## src/rtl/addsub_result_accumulator.sv

```systemverilog
// Accumulates a programmed number of 4-bit adder/subtractor results into a
// signed running total with sticky overflow, then offers it on a valid/ready port.
module addsub_result_accumulator #(
  parameter int ACC_W = 8,
  parameter int CNT_W = 4
) (
  input  logic             clk,
  input  logic             rst_n,
  input  logic             start,
  input  logic [CNT_W-1:0] num_samples,
  input  logic             in_valid,
  output logic             in_ready,
  input  logic [4:0]       in_result,
  input  logic             in_sub,
  output logic             out_valid,
  input  logic             out_ready,
  output logic [ACC_W-1:0] out_sum,
  output logic             out_ovf,
  output logic             busy
);

  // Handshakes: a result beat transfers on a rising edge where in_valid &&
  // in_ready; the total transfers where out_valid && out_ready. Neither
  // ready nor valid here depends combinationally on the partner's signal.

  typedef enum logic [1:0] {IDLE, ACCUM, DONE} state_t;

  state_t           state, state_nxt;
  logic [ACC_W-1:0] acc;
  logic [CNT_W-1:0] cnt;
  logic             ovf;
  logic signed [5:0] val6;
  logic [ACC_W-1:0] val;
  logic [ACC_W-1:0] sum;
  logic             ovf_step;
  logic             beat;

  // A subtraction result with bit 4 clear is a borrow: the low nibble is negative.
  always_comb begin
    val6 = {1'b0, in_result};
    if (in_sub) begin
      if (in_result[4]) val6 = {2'b00, in_result[3:0]};
      else              val6 = {2'b11, in_result[3:0]};
    end
  end

  assign val      = ACC_W'(val6);
  assign sum      = acc + val;
  assign ovf_step = (acc[ACC_W-1] == val[ACC_W-1]) && (sum[ACC_W-1] != acc[ACC_W-1]);
  assign beat     = in_valid && (state == ACCUM);

  always_comb begin
    state_nxt = state;
    in_ready  = 1'b0;
    out_valid = 1'b0;
    busy      = 1'b0;
    case (state)
      IDLE: begin
        if (start) state_nxt = (num_samples == '0) ? DONE : ACCUM;
      end
      ACCUM: begin
        in_ready = 1'b1;
        busy     = 1'b1;
        if (in_valid && (cnt == CNT_W'(1))) state_nxt = DONE;
      end
      DONE: begin
        out_valid = 1'b1;
        busy      = 1'b1;
        if (out_ready) state_nxt = IDLE;
      end
      default: state_nxt = IDLE;
    endcase
  end

  always_ff @(posedge clk or negedge rst_n) begin
    if (!rst_n) begin
      state <= IDLE;
      acc   <= '0;
      cnt   <= '0;
      ovf   <= 1'b0;
    end else begin
      state <= state_nxt;
      if (state == IDLE && start) begin
        acc <= '0;
        ovf <= 1'b0;
        cnt <= num_samples;
      end else if (beat) begin
        acc <= sum;
        ovf <= ovf | ovf_step;
        cnt <= cnt - 1'b1;
      end
    end
  end

  // The accumulator itself is the presented total; it only changes on a new start.
  assign out_sum = acc;
  assign out_ovf = ovf;

endmodule

```

## config.mk

```make
export PLATFORM = sky130hd
export DESIGN_NAME = addsub_result_accumulator
export DESIGN_NICKNAME = d
export VERILOG_FILES = /design/src/rtl/addsub_result_accumulator.sv
export SDC_FILE = /design/constraint.sdc
export NUM_CORES = 1
export LEC_CHECK = 0
export ABC_CLOCK_PERIOD_IN_PS = 2650
export CAP_MARGIN = 20
export CORE_MARGIN = 10
export CORE_UTILIZATION = 49
export CTS_BUF_LIST = sky130_fd_sc_hd__clkbuf_16
export DETAILED_ROUTE_END_ITERATION = 6
export HOLD_SLACK_MARGIN = 0.02
export PLACE_DENSITY = 0.86
export SLEW_MARGIN = 0
export SYNTH_ARGS = -nofsm -noshare
export SYNTH_HDL_FRONTEND = slang
export SYNTH_SLANG_ARGS = --single-unit
```

## constraint.sdc

```tcl
create_clock -name clk -period 2.65 [get_ports clk]
set_input_delay 0.3975 -clock clk [delete_from_list [all_inputs] [get_ports clk]]
set_output_delay 0.3975 -clock clk [all_outputs]
set_load 0.1 [all_outputs]
```

==> run_results.csv, run 1 <==
group,metric,value,unit
outcome,status,"completed",
pwr,ir_worst_vdd,0.8333,mV
setup_path,slowest_stage,"clkdlybuf4s50_1",
setup_path,worstSetupPathType,"primary input to flop",
yosys,synth_area_leaders,"dfrtp_1 33%, ha_1 14%, a21oi_1 4.8%",
yosys,synth_top_cell_by_area,"dfrtp_1",
yosys,ys_ff_latch,15,
finish,nNetsFinal,192,
hold_path,min_path_cells,2,
pwr,p_sw,0.9943,mW
timing,drv_slew,0,
finish,final_area,1499,µm²
die,fp.dieW,68.15,µm
clock_network,cts_sinks,15,
setup_path,max_stage_delay,450,ps
die,dieHeight,68.15,µm
clock_network,cts_made_buffers,3,
routing,ant_nets,0,
die,placementRows,17,
die,fp.coreArea,2212,µm²
timing,layout_min_cycle_time,2505,ps
grt,grt_pass1_wl,4650,µm
yosys,synth_edf_count,0,
pwr,p_clk_share,15.7,%
timing,worst_pin_slew,693.6,ps
grt,overflow,0,
timing,maxSlewHeadroom,53.61,%
routing,route.detailed.drc,0,
timing,grt_setup_unrepaired,"false",
routing,wl_per_cell,14.27,µm
finish,diodes,0,
job,maxCapViolCount,0,
finish,post_layout_nonfiller_instances,190,
placement,hpwl,2143,µm
clock_network,ctsResizeCount,0,
die,die-area,4644,µm²
grt,grt_max_degree,16,
yosys,syn_area_per_cell,8.672,µm²
pwr,switching_share,53.98,%
finish,syn_to_final_growth,31.94,%
timing,finalCritPeriodShare,94.52,%
yosys,synth_warnings,0,
placement,dpl-instance-area,1420,µm²
yosys,synthTopCellsByCount,"15 x dfrtp_1, 14 x nand2_1, 13 x ha_1",
yosys,yosys.area.top_type_share,33.04,%
grt,grt_antenna_before_repair,0,
clock_network,clk_latency,240,ps
die,initial_core_util,51.36,%
pwr,combPwrFrac,63.0,%
yosys,ys_seq_area_share,33.04,%
clock_network,cts_buffer_depth,2,
timing,setup_viol,0,
clock_network,root_buffer,"clkbuf_16",
finish,final_layout_size_suffix_gt1_share,14.20,%
pwr,power_leakage,0.7031,nW
setup_path,critPathMaxFanout,2,
placement,dpl.cell_count,186,
pwr,seqPwrFrac,21.2,%
clock_network,clk_pin_slew_worst_paths,50,ps
yosys,netlist_area,1136,µm²
placement,io_buffer_count,26,
routing,num_vias,1052,
setup_path,cp-end-kind,"flop",
setup_path,arrival,2640,ps
setup_path,crit_required,2780,ps
yosys,netlist_instances,131,
die,io_pins,27,
routing,via_per_inst,5.537,
pwr,internal-power,0.8477,mW
clock_network,cts_tree,"yes",
setup_path,critPathLaunchType,"primary input",
clock_network,post-cts-setup-buffer-count,0,
timing,fin_tns_setup,0,ps
yosys,async_flop_share,100.0,%
grt,grt_usage,12.69,%
finish,fin_util,67.76,%
clock_network,h-tree-depth,1,
timing,max_freq,399.2,MHz
hold_path,hp-class,"flop to flop",
clock_network,holdBufCountCts,0,
pwr,power_density,1229,nW/µm²
placement,gp_congestion,0.7962,
yosys,synth_most_common_cell,"dfrtp_1",
yosys,syn_nets,160,
yosys,yosys_most_used_dff,"dfrtp_1",
routing,wirelength,2712,µm
timing,skew,6.311,ps
setup_path,reg2reg_depth,6,
setup_path,critPathTopFamily,"adder cells",
yosys,synth.distinct_cells,39,
setup_path,cp_num_buf_inv,3,
routing,drtIter0Drc,39,
timing,whs,483.4,ps
setup_path,worst-path-stages,10,
finish,n_fill_cell,187,
grt,grt_pass1_vias,1057,
setup_path,path_cells,"clkdlybuf4s50_1 > inv_1 > ha_1 > inv_1 > ha_1 > and2_1 > or3b_4 > a21boi_2 > mux2_4 > mux2i_1",
routing,dr.pass1.iters,6,
timing,finalHoldViolations,0,
==> cell type report <==
cell class	instances	area, µm²	share of cell area (%)
flip-flops and latches	15	375.4	25.04
repair buffers	30	260.3	17.36
clock buffers	3	75.07	5.008
clock inverters	1	3.754	0.2504
well taps	28	35.03	2.337
multi-input cells	101	704.4	46.99
inverters	12	45.04	3.005
==> power groups by stage <==
stage                     clock [mW]  sequential (mW)  combinational, mW
after floorplan                    0            0.664              0.646
final                          0.290            0.391               1.16
after CTS                      0.294            0.391               1.17
after detailed placement           0            0.394               1.17
after global routing           0.307            0.406               1.25
after global placement             0            0.390               1.14
==> worst min-delay path, stage by stage, from the launching register on <==
cell	delay (ps)
dfrtp_1	340
nand2_1	50
o31ai_1	50
==> routing by layer <==
layer | share of wire, % | vias up | track usage [%]
met4 | 0.52 | 0 | 2.764
met3 | 5.3 | 4 | 4.894
met1 | 42 | 492 | 13.69
met5 | 0 | - | 0
li1 | - | 527 | -
met2 | 53 | 29 | 22.91
==> placed cells by master, fill, tap and decap left out, types with 2 or more instances in the layout <==
| master | count |
|---|---|
| a211oi_1 | 3 |
| a21o_1 | 2 |
| a21oi_1 | 11 |
| and2_1 | 3 |
| buf_4 | 16 |
| clkbuf_16 | 3 |
| clkdlybuf4s50_1 | 14 |
| dfrtp_1 | 15 |
| ha_1 | 13 |
| inv_1 | 13 |
| nand2_1 | 14 |
| nand3_1 | 3 |
| nor2_1 | 12 |
| nor2b_1 | 3 |
| nor4_1 | 2 |
| o211ai_1 | 2 |
| o21ai_0 | 8 |
| xnor2_1 | 2 |
| xor2_1 | 2 |
==> metrics by stage <==
step                setup WS (ps)  total power, mW
finish                      145.2            1.842
global route                65.07            1.962
CTS                         142.1            1.853
detailed placement         -126.5            1.560
global placement           -65.43            1.532
floorplan                   149.5            1.310
==> logic make-up after synthesis <==
logic type	after synthesis	share of synthesized area, %
AOI/OAI and AO/OA	37	21.26
xor gates and xnor gates	4	3.084
adders and majority gates	14	16.08
buffers and inverters	15	4.956
DFF	15	33.04
muxes	2	2.202
and+or+nand+nor	44	19.38
==> final timing paths <==
path / startpoint / end / slack, ps
worst max-delay path: in_result[4] / out_sum[7] / 150
worst min-delay path: out_ovf / out_ovf / 480
worst max register to register: out_sum[1] / out_sum[7] / 630
worst min register to register: out_ovf / out_ovf / 480
max in group asynchronous: rst_n / cnt[2] / 1630
min in group asynchronous: rst_n / out_sum[1] / 570
==> sequential cells by signal, indices dropped and copies added, names as in the netlist <==
register and cells:
out_sum 8, cnt 4, state 2, out_ovf 1
Power figures use the tool's default switching activity.
==> inputs of run 2 (changes only) <==
--- a/config.mk
+++ b/config.mk
@@ -12,6 +12,7 @@
 export CTS_BUF_LIST = sky130_fd_sc_hd__clkbuf_16
 export DETAILED_ROUTE_END_ITERATION = 6
 export HOLD_SLACK_MARGIN = 0.02
+export MAX_ROUTING_LAYER = met4
 export PLACE_DENSITY = 0.86
 export SLEW_MARGIN = 0
 export SYNTH_ARGS = -nofsm -noshare
==> run 2 against run 1 <==
Critical path depth stayed put. Worst hold slack stayed put. Core utilization stayed put. Largest cell class unchanged. Highest routed layer unchanged.
==> run_results.csv, run 2 (synthesis results as in run 1) <==
group,metric,value,unit
setup_path,cp_num_buf_inv,3,
job,maxCapViolCount,0,
die,dieHeight,68.15,µm
placement,hpwl,2143,µm
routing,dr.pass1.iters,6,
finish,diodes,0,
pwr,p_clk_share,15.7,%
pwr,power_density,1229,nW/µm²
clock_network,ctsResizeCount,0,
timing,whs,483.4,ps
grt,grt_pass1_wl,4650,µm
hold_path,hp-class,"flop to flop",
timing,max_freq,399.2,MHz
timing,finalHoldViolations,0,
timing,setup_viol,0,
timing,worst_pin_slew,693.6,ps
clock_network,cts_buffer_depth,2,
setup_path,max_stage_delay,450,ps
pwr,power_leakage,0.7031,nW
setup_path,r2r_start,"out_sum[1]",
setup_path,slowest_stage,"clkdlybuf4s50_1",
finish,layout_commonest_cell,"buf_4",
die,fp.coreArea,2212,µm²
pwr,power,1.842,mW
finish,syn_to_final_growth,31.94,%
pwr,ir_worst_vdd,0.8333,mV
setup_path,critPathLaunchType,"primary input",
placement,io_buffer_count,26,
grt,grt_antenna_before_repair,0,
timing,maxSlewHeadroom,53.61,%
clock_network,clk_latency,240,ps
setup_path,cp-startpoint,"in_result[4]",
setup_path,worstSetupPathType,"primary input to flop",
pwr,combPwrFrac,63.0,%
outcome,status,"completed",
routing,wl_per_cell,14.27,µm
setup_path,path_cells,"clkdlybuf4s50_1 > inv_1 > ha_1 > inv_1 > ha_1 > and2_1 > or3b_4 > a21boi_2 > mux2_4 > mux2i_1",
die,io_pins,27,
setup_path,cp-end-kind,"flop",
die,placementRows,17,
finish,final_cell_mix,"16 x buf_4, 15 x dfrtp_1, 14 x nand2_1, 14 x clkdlybuf4s50_1",
pwr,switching_share,53.98,%
pwr,p_sw,0.9943,mW
clock_network,holdBufCountCts,0,
clock_network,cts_made_buffers,3,
routing,wirelength,2712,µm
die,fp.dieW,68.15,µm
routing,num_vias,1052,
finish,largest_reg_flops,8,
setup_path,critPathMaxFanout,2,
clock_network,post-cts-setup-buffer-count,0,
die,die-area,4644,µm²
routing,route.detailed.drc,0,
grt,grt_max_degree,16,
timing,finalCritPeriodShare,94.52,%
clock_network,root_buffer,"clkbuf_16",
finish,final_layout_size_suffix_gt1_share,14.20,%
clock_network,cts_tree,"yes",
clock_network,cts_sinks,15,
setup_path,critPathTopFamily,"adder cells",
grt,grt_pass1_vias,1057,
pwr,internal-power,0.8477,mW
routing,ant_nets,0,
clock_network,h-tree-depth,1,
hold_path,worstHoldStart,"out_ovf",
grt,overflow,0,
pwr,seqPwrFrac,21.2,%
timing,grt_setup_unrepaired,"false",
routing,via_per_inst,5.537,
timing,drv_slew,0,
routing,drtIter0Drc,39,
finish,nNetsFinal,192,
setup_path,crit_required,2780,ps
timing,layout_min_cycle_time,2505,ps
setup_path,arrival,2640,ps
die,initial_core_util,51.36,%
placement,gp_congestion,0.8075,
grt,grt_usage,13.07,%
clock_network,clk_pin_slew_worst_paths,50,ps
timing,skew,6.304,ps
run 2: path summary, 6_finish.rpt:
path	end	slack (ps)	depth (start not counted)
worst min-delay path	out_ovf	480	2
worst max register to register	out_sum[7]	630	6
min in group asynchronous	out_sum[1]	570	1
worst max-delay path	out_sum[7]	150	10
worst min register to register	out_ovf	480	2
max in group asynchronous	cnt[2]	1630	1
run 2: power groups by stage:
stage / Combinational (mW) / Sequential (mW) / Clock (mW)
after floorplan: 0.646 / 0.664 / 0
after global placement: 1.14 / 0.390 / 0
after detailed placement: 1.17 / 0.394 / 0
after CTS: 1.17 / 0.391 / 0.294
after global routing: 1.25 / 0.406 / 0.307
final: 1.16 / 0.391 / 0.290
run 2: per-stage QoR:
stage | cells | setup slack, ps | util (%) | setup TNS (ps) | area, µm²
after floorplan | 131 | 149.5 | - | 0 | 1136
after global placement | 186 | -65.43 | 64.20 | -65.43 | 1420
after detailed placement | 186 | -126.5 | 64.20 | -126.5 | 1420
after CTS | 190 | 142.1 | 67.76 | 0 | 1499
after global routing | 190 | 65.07 | 67.76 | 0 | 1499
final | 190 | 145.2 | 67.76 | 0 | 1499
run 2: worst reg2reg max path: stages, from the launching register on:
cell,delay [ps]
dfrtp_1,410
ha_1,310
a211oi_1,460
or3b_4,230
a21boi_2,70
mux2_4,320
mux2i_1,110
run 2: per-layer routing:
layer / part of all wire (%) / vias up / global-route usage, %
met4: 0.52 / 0 / 2.764
met5: 0 / - / -
li1: - / 527 / -
met1: 42 / 492 / 13.78
met3: 4.9 / 4 / 4.731
met2: 53 / 29 / 22.91
run 2: layout make-up:
| cell class | count | area, µm² |
|---|---|---|
| Tap cell | 28 | 35.03 |
| Sequential cell | 15 | 375.4 |
| Multi-Input combinational cell | 101 | 704.4 |
| Fill cell | 187 | 713.2 |
| Clock inverter | 1 | 3.754 |
| Timing Repair Buffer | 30 | 260.3 |
| Clock buffer | 3 | 75.07 |
| Inverter | 12 | 45.04 |
==> inputs of run 3 (changes only) <==
--- a/config.mk
+++ b/config.mk
@@ -10,7 +10,9 @@
 export CORE_MARGIN = 10
 export CORE_UTILIZATION = 49
 export CTS_BUF_LIST = sky130_fd_sc_hd__clkbuf_16
+export CTS_CLUSTER_SIZE = 30
 export DETAILED_ROUTE_END_ITERATION = 6
+export GPL_ROUTABILITY_DRIVEN = 0
 export HOLD_SLACK_MARGIN = 0.02
 export MAX_ROUTING_LAYER = met4
 export PLACE_DENSITY = 0.86
==> results of run 3 <==
Final layout, timing and power as in run 2 (identical DEF).
